==> config.mk <==
export PLATFORM = sky130hd
export DESIGN_NAME = sensor_conditioner
export DESIGN_NICKNAME = d
export VERILOG_FILES = /design/src/rtl/sensor_pkg.sv /design/src/rtl/sensor_channel.sv /design/src/rtl/sensor_conditioner.sv
export SDC_FILE = /design/constraint.sdc
export NUM_CORES = 1
export LEC_CHECK = 0
export ABC_AREA = 0
export CAP_MARGIN = 20
export CORE_MARGIN = 4
export CORE_UTILIZATION = 53
export CTS_CLUSTER_SIZE = 16
export DETAILED_ROUTE_END_ITERATION = 8
export DONT_BUFFER_PORTS = 1
export PLACE_DENSITY = 0.76
export SETUP_SLACK_MARGIN = 0.5
export SLEW_MARGIN = 20
export SYNTH_ARGS = -nofsm -noshare
export SYNTH_HDL_FRONTEND = slang
export SYNTH_SLANG_ARGS = --single-unit
==> constraint.sdc <==
create_clock -name clk -period 4.88 [get_ports clk]
set_input_delay 0.976 -clock clk [delete_from_list [all_inputs] [get_ports clk]]
set_output_delay 0.976 -clock clk [all_outputs]
set_load 0.01 [all_outputs]
==> src/rtl/sensor_pkg.sv <==
// Shared types and default parameters for the sensor conditioning block.
package sensor_pkg;

  typedef enum logic [1:0] {
    StIdle,
    StRiseChk,
    StActive,
    StFallChk
  } ch_state_e;

  localparam int unsigned DefNumCh          = 4;
  localparam int unsigned DefSyncStages     = 2;
  localparam int unsigned DefDebounceCycles = 8;
  localparam int unsigned DefStuckCycles    = 1024;

endpackage

==> src/rtl/sensor_channel.sv <==
// One sensor lane: synchroniser, debounce FSM, sticky request and stuck-high detector.
module sensor_channel
  import sensor_pkg::*;
#(
  parameter int unsigned SYNC_STAGES     = DefSyncStages,
  parameter int unsigned DEBOUNCE_CYCLES = DefDebounceCycles,
  parameter int unsigned STUCK_CYCLES    = DefStuckCycles
) (
  input  logic clk,
  input  logic reset_n,
  input  logic sensor_raw,
  input  logic req_ack,
  output logic detected,
  output logic detect_pulse,
  output logic req_pending,
  output logic stuck_fault
);

  localparam int unsigned DebW   = $clog2(DEBOUNCE_CYCLES + 1);
  localparam int unsigned StuckW = $clog2(STUCK_CYCLES + 1);
  localparam logic [DebW-1:0]   DebLast  = DebW'(DEBOUNCE_CYCLES - 1);
  localparam logic [StuckW-1:0] StuckMax = StuckW'(STUCK_CYCLES);

  logic [SYNC_STAGES-1:0] sync_q;
  logic                   synced;
  ch_state_e              state_q, state_d;
  logic [DebW-1:0]        cnt_q, cnt_d;
  logic                   deb_done;
  logic                   detected_d;
  logic [StuckW-1:0]      stuck_cnt_q, stuck_cnt_d;

  assign synced   = sync_q[SYNC_STAGES-1];
  // cnt_q holds samples already counted, so this sample completes the run
  assign deb_done = (cnt_q == DebLast);

  // cnt_q is zero whenever the FSM is not counting, so IDLE behaves as RISE_CHK
  always_comb begin
    state_d = state_q;
    cnt_d   = '0;
    unique case (state_q)
      StIdle, StRiseChk: begin
        if (synced) begin
          state_d = deb_done ? StActive : StRiseChk;
          cnt_d   = deb_done ? '0 : cnt_q + DebW'(1);
        end else begin
          state_d = StIdle;
        end
      end
      StActive, StFallChk: begin
        if (!synced) begin
          state_d = deb_done ? StIdle : StFallChk;
          cnt_d   = deb_done ? '0 : cnt_q + DebW'(1);
        end else begin
          state_d = StActive;
        end
      end
      default: state_d = StIdle;
    endcase
  end

  assign detected_d = (state_d == StActive) || (state_d == StFallChk);

  always_comb begin
    stuck_cnt_d = '0;
    if (detected) begin
      stuck_cnt_d = (stuck_cnt_q == StuckMax) ? stuck_cnt_q : stuck_cnt_q + StuckW'(1);
    end
  end

  always_ff @(posedge clk or negedge reset_n) begin
    if (!reset_n) begin
      sync_q       <= '0;
      state_q      <= StIdle;
      cnt_q        <= '0;
      detected     <= 1'b0;
      detect_pulse <= 1'b0;
      req_pending  <= 1'b0;
      stuck_cnt_q  <= '0;
    end else begin
      sync_q       <= {sync_q[SYNC_STAGES-2:0], sensor_raw};
      state_q      <= state_d;
      cnt_q        <= cnt_d;
      detected     <= detected_d;
      detect_pulse <= detected_d & ~detected;
      // A new pulse overrides a simultaneous acknowledge
      req_pending  <= detect_pulse | (req_pending & ~req_ack);
      stuck_cnt_q  <= stuck_cnt_d;
    end
  end

  assign stuck_fault = (stuck_cnt_q == StuckMax);

endmodule

==> src/rtl/sensor_conditioner.sv <==
// Replicates one independent sensor_channel per lane.
module sensor_conditioner
  import sensor_pkg::*;
#(
  parameter int unsigned NUM_CH          = DefNumCh,
  parameter int unsigned SYNC_STAGES     = DefSyncStages,
  parameter int unsigned DEBOUNCE_CYCLES = DefDebounceCycles,
  parameter int unsigned STUCK_CYCLES    = DefStuckCycles
) (
  input  logic              clk,
  input  logic              reset_n,
  input  logic [NUM_CH-1:0] sensor_raw,
  input  logic [NUM_CH-1:0] req_ack,
  output logic [NUM_CH-1:0] detected,
  output logic [NUM_CH-1:0] detect_pulse,
  output logic [NUM_CH-1:0] req_pending,
  output logic [NUM_CH-1:0] stuck_fault
);

  for (genvar g = 0; g < NUM_CH; g++) begin : g_ch
    sensor_channel #(
      .SYNC_STAGES    (SYNC_STAGES),
      .DEBOUNCE_CYCLES(DEBOUNCE_CYCLES),
      .STUCK_CYCLES   (STUCK_CYCLES)
    ) u_channel (
      .clk         (clk),
      .reset_n     (reset_n),
      .sensor_raw  (sensor_raw[g]),
      .req_ack     (req_ack[g]),
      .detected    (detected[g]),
      .detect_pulse(detect_pulse[g]),
      .req_pending (req_pending[g]),
      .stuck_fault (stuck_fault[g])
    );
  end

endmodule

-- Word-level counts from Yosys, hierarchy flattened
Index checks and enable logic that the tools add are counted.
- flip-flop bits (word level): 88
- input bits: 10
- output and inout bits: 16
- word-level logic and storage cells: 148
- add/sub/neg operators: 8
- equality and inequality tests: 32
- muxes and demuxes: 44
- bitwise operators: 20
- reductions and logical operators: 16
- operators by type and width (cell ; number):
    $mux W11 ; 8
    $mux W4 ; 12
    $add A11 B1 Y11 const B ; 4
    $eq A11 B11 Y1 const B ; 4
    $eq A2 B2 Y1 const B ; 16
    $mux W2 ; 16
    $pmux W4 S2 ; 4
    $add A4 B1 Y4 const B ; 4
    $eq A4 B3 Y1 const B ; 4
    $pmux W2 S2 ; 4
    $reduce_or A2 Y1 ; 8
    $and A1 B1 Y1 ; 8
    $eq A2 B1 Y1 const B ; 4
    $logic_not A2 Y1 ; 4
    $ne A2 B2 Y1 const B ; 4
    $not A1 Y1 ; 8
    $logic_or A1 B1 Y1 ; 4
    $or A1 B1 Y1 ; 4

-- Logic depth before layout (Yosys ltp)
- depth after elaboration: 7
- mapped depth: 5
- gate-level depth less buffers: 5

-- By module
From an unflattened synthesis, not the netlist that was laid out.
- cell total of the unflattened synthesis: 348
- area total of the unflattened synthesis: 3733.6 um^2
- modules (own cells, without submodules) (module ; instances ; cells each ; area an instance (um^2) ; seq. area each (um^2)):
    sensor_channel ; 4 ; 87 ; 933.4 ; 500.5

-- Worst setup path after synthesis
No wires, ideal clock.
- path type: reg-to-output
- start point: reg g_ch[0].u_channel.stuck_cnt_q[3]
- end point: out stuck_fault[0]
- arrival: 1342 ps
- slack: 2562 ps
- cell stages (with the launch flop): 4
- buffers on the path: 1
- cell sequence: dfrtp_1 or4_4 nor3_4 buf_4
- cells in the longest elaborated chain, start to end: 1
- RTL lines (what ; RTL line ; RTL):
    from (decl) ; sensor_channel.sv:30 ; logic [StuckW-1:0] stuck_cnt_q, stuck_cnt_d;
    from (signal assigned) ; sensor_channel.sv:87 ; stuck_cnt_q <= stuck_cnt_d;
    $eq A11 B11 Y1 ; sensor_channel.sv:91 ; assign stuck_fault = (stuck_cnt_q == StuckMax);
    to (decl) ; sensor_conditioner.sv:17 ; output logic [NUM_CH-1:0] stuck_fault
No other way between the ends.

-- Final worst setup path
Same ends and word-level chain as after synthesis.

==> out/qor.csv <==
metric,value,unit
outcome,finished clean,
swShare,0.298,
synth_top_family_by_area,simple AND/OR/NAND/NOR gates,
cts.repair.resized,0,
crit_family,simple AND/OR/NAND/NOR gates,
core,0.00691,mm²
cts_num_sinks,80,
p_int,1.04,mW
clk-insertion-delay-late,0.34,ns
vias,2566,
syn_area_per_cell,10.5,µm²
critPathArrivalTime,1.65,ns
async_flop_share,1.00,
reg2reg_depth,3,
max_stage_delay,0.58,ns
gp_congestion,0.779,
wire_per_inst,13.6,µm
numCtsBuffers,9,
worst_setup_path_end_kind,primary output,
hpwl,4310,µm
min_period_over_period,0.539,
synth_top_flop_cell,dfrtp_1,
yosys_warnings,0,
rsz0062_at_grt,false,
holdWs,0.327,ns
cts_root_buf,clkbuf_8,
io_pins,26,
synthCells,368,
path_depth,2,
crit_slowest_cell,or4_4,
fin_setup_tns,0,ns
postCtsSetupBuffers,0,
clock_skew,0.00694,ns
gr-total-overflow,0,
htreeDepth,3,
worstMarginPinSlew,0.476,ns
seqPwrFrac,0.570,
cp_max_fo,5,
synth_top_area_cell,dfrtp_1,
peakVddDrop,219,µV
hold_violations,0,
die_h,93.2,µm
ys_types,33,
portBuffers,0,
max_slew_margin,0.683,
die_area,0.00869,mm²
syn-num-nets,390,
grt_max_degree,81,
n_antenna_cell,0,
drive_gt1_frac,0.0801,
ant_nets,0,
drc_errors,0,
grt_pass1_wl,11100,µm
routed_wl,6230,µm
max_freq,0.380,GHz
cts_hold_buf,0,
final-setup-viol-count,0,
p_comb_frac,0.130,
grt_pass1_vias,2470,
start_kind,register,
drt_iter0_drc,66,
die_x,93.2,µm
required,3.90,ns
pwr-share-clk,0.301,
synth.mux.area_fraction,0.0403,
synth_fa_ha_area_frac,0.0390,
fin_util,0.580,
synthSimpleGateAreaFrac,0.204,
synth-xor-area-share,0.0455,
path_clk_slew,0.07,ns
synth_edf_count,0,
tritoncts,done,
ys_ff_latch,80,
track_usage,0.161,
initial_core_util,0.557,
netlist_area,0.00385,mm²
leakage,1.70,nW
clockBufferDepth,2,
maxCapViolCount,0,
synth_top_area_frac,0.520,
powerDensity,371,mW/mm²
synthTopCellsByArea,"dfrtp_1 52%, xor2_1 4.3%, ha_1 3.9%, nand2_1 3.7%, a21oi_1 3.1%",
num_rows,30,
path_buf_inv,0,
drv_slew,0,
period_minus_slack,2.63,ns
antenna_found_initial,0,
power.switching,0.443,mW
nNetsFinal,379,
area_growth,4.13,%
via_per_inst,5.60,
crit_type,reg -> out,
detail_route.first_pass.iterations,4,
crit_chain,or4_4 > nor3_4,
synth_compound_area_frac,0.0852,
min_path_type,in -> async,
seq_area_frac_synth,0.520,
==> layout by cell type, fill, tap and decap left out, types with 3 or more instances in the layout <==
cell type	instances
dfrtp_1	80
nand2_1	38
inv_1	28
a21oi_1	24
nand3_1	21
xor2_1	19
nor2_1	16
or4_1	14
ha_1	12
clkbuf_8	12
mux2i_1	11
o21ai_0	10
o31ai_1	10
or3_1	9
and2_1	8
nand2b_1	6
nand3b_1	4
mux2_2	4
or4_4	4
nor3_4	4
nor3b_1	4
a21o_1	4
o311ai_1	4
nand4_1	3
nor4_1	3
clkinv_2	3
==> layer usage <==
metal / up-vias / share of wire / track usage / wire, µm
met5: - / 0 / 0 / 0
met4: 0 / 0.017 / 0.0684 / 108
met3: 9 / 0.046 / 0.0386 / 289
met2: 56 / 0.46 / 0.259 / 2900
met1: 1254 / 0.47 / 0.208 / 2940
li1: 1247 / - / - / -
==> worst reg2reg max path, cell delays in order (launching register included) <==
cell and delay, ns:
dfrtp_1 0.44, or4_4 0.58, nor3_4 0.29, mux2i_1 0.24
==> sequential cells by signal, summed over array words and instances, names as in the netlist <==
register / cells
g_ch.u_channel.sync_q: 8
g_ch.u_channel.detected: 4
g_ch.u_channel.stuck_cnt_q: 44
g_ch.u_channel.req_pending: 4
g_ch.u_channel.cnt_q: 16
g_ch.u_channel.detect_pulse: 4
==> logic make-up (layout without fill, tap and decap cells) <==
| group | after synthesis | after routing |
|---|---|---|
| AO/OA/AOI/OAI | 54 | 54 |
| adder cells (fa/ha/maj) | 12 | 12 |
| buffers and inverters | 51 | 45 |
| flip-flops | 80 | 80 |
| XOR/XNOR | 20 | 20 |
| multiplexers | 15 | 15 |
| AND/OR/NAND/NOR | 136 | 136 |
==> final timing paths <==
kind | end | slack [ns] | startpoint
setup / recovery | stuck_fault[0] | 2.25 | g_ch[0].u_channel.stuck_cnt_q[3]
max in group asynchronous | g_ch[2].u_channel.cnt_q[1] | 4.39 | reset_n
setup reg to reg | g_ch[0].u_channel.stuck_cnt_q[1] | 3.24 | g_ch[0].u_channel.stuck_cnt_q[3]
hold / removal | g_ch[0].u_channel.stuck_cnt_q[7] | 0.33 | reset_n
hold reg to reg | g_ch[3].u_channel.sync_q[1] | 0.35 | g_ch[3].u_channel.sync_q[0]
min in group clk | g_ch[3].u_channel.sync_q[1] | 0.35 | g_ch[3].u_channel.sync_q[0]
==> power groups by stage <==
stage	Sequential, mW	Clock [mW]	Combinational (mW)
2_1_floorplan	0.798	0	0.219
4_1_cts	0.847	0.465	0.196
3_3_place_gp	0.855	0	0.186
3_5_place_dp	0.860	0	0.194
5_1_grt	0.863	0.494	0.232
6_report	0.846	0.447	0.193
==> synthesized netlist by cell type (all sizes together), types with 3 or more instances <==
| library cell | instances |
|---|---|
| mux2i | 11 |
| o311ai | 5 |
| o31ai | 10 |
| or4 | 18 |
| o21ai | 10 |
| or3 | 10 |
| mux2 | 4 |
| nand4 | 4 |
| inv | 28 |
| nor3 | 4 |
| dfrtp | 80 |
| nand3b | 4 |
| nand2 | 38 |
| ha | 12 |
| a21oi | 24 |
| buf | 18 |
| nor3b | 4 |
| and2 | 8 |
| a21o | 4 |
| clkbuf | 4 |
| nor4 | 3 |
| nor2 | 16 |
| nand3 | 21 |
| nand2b | 6 |
| xor2 | 19 |
==> metrics by stage <==
step,cells,total power [mW],worst slack (ns),instance area (µm²)
global placement,442,1.04,2.64,3820
CTS,458,1.51,2.23,4010
global route,458,1.59,2.18,4010
detailed placement,442,1.05,2.62,3820
finish,458,1.49,2.25,4010
floorplan,368,1.02,2.56,3850
==> final cells by class <==
cell class                      instances  area [µm²]
Clock inverter                          3        15.0
Sequential cell                        80        2000
Multi-Input combinational cell        237        1590
Clock buffer                           13         169
Fill cell                             608        2900
Inverter                               29         109
Tap cell                               96         120
Note: power is estimated with default switching activity, not from simulation.
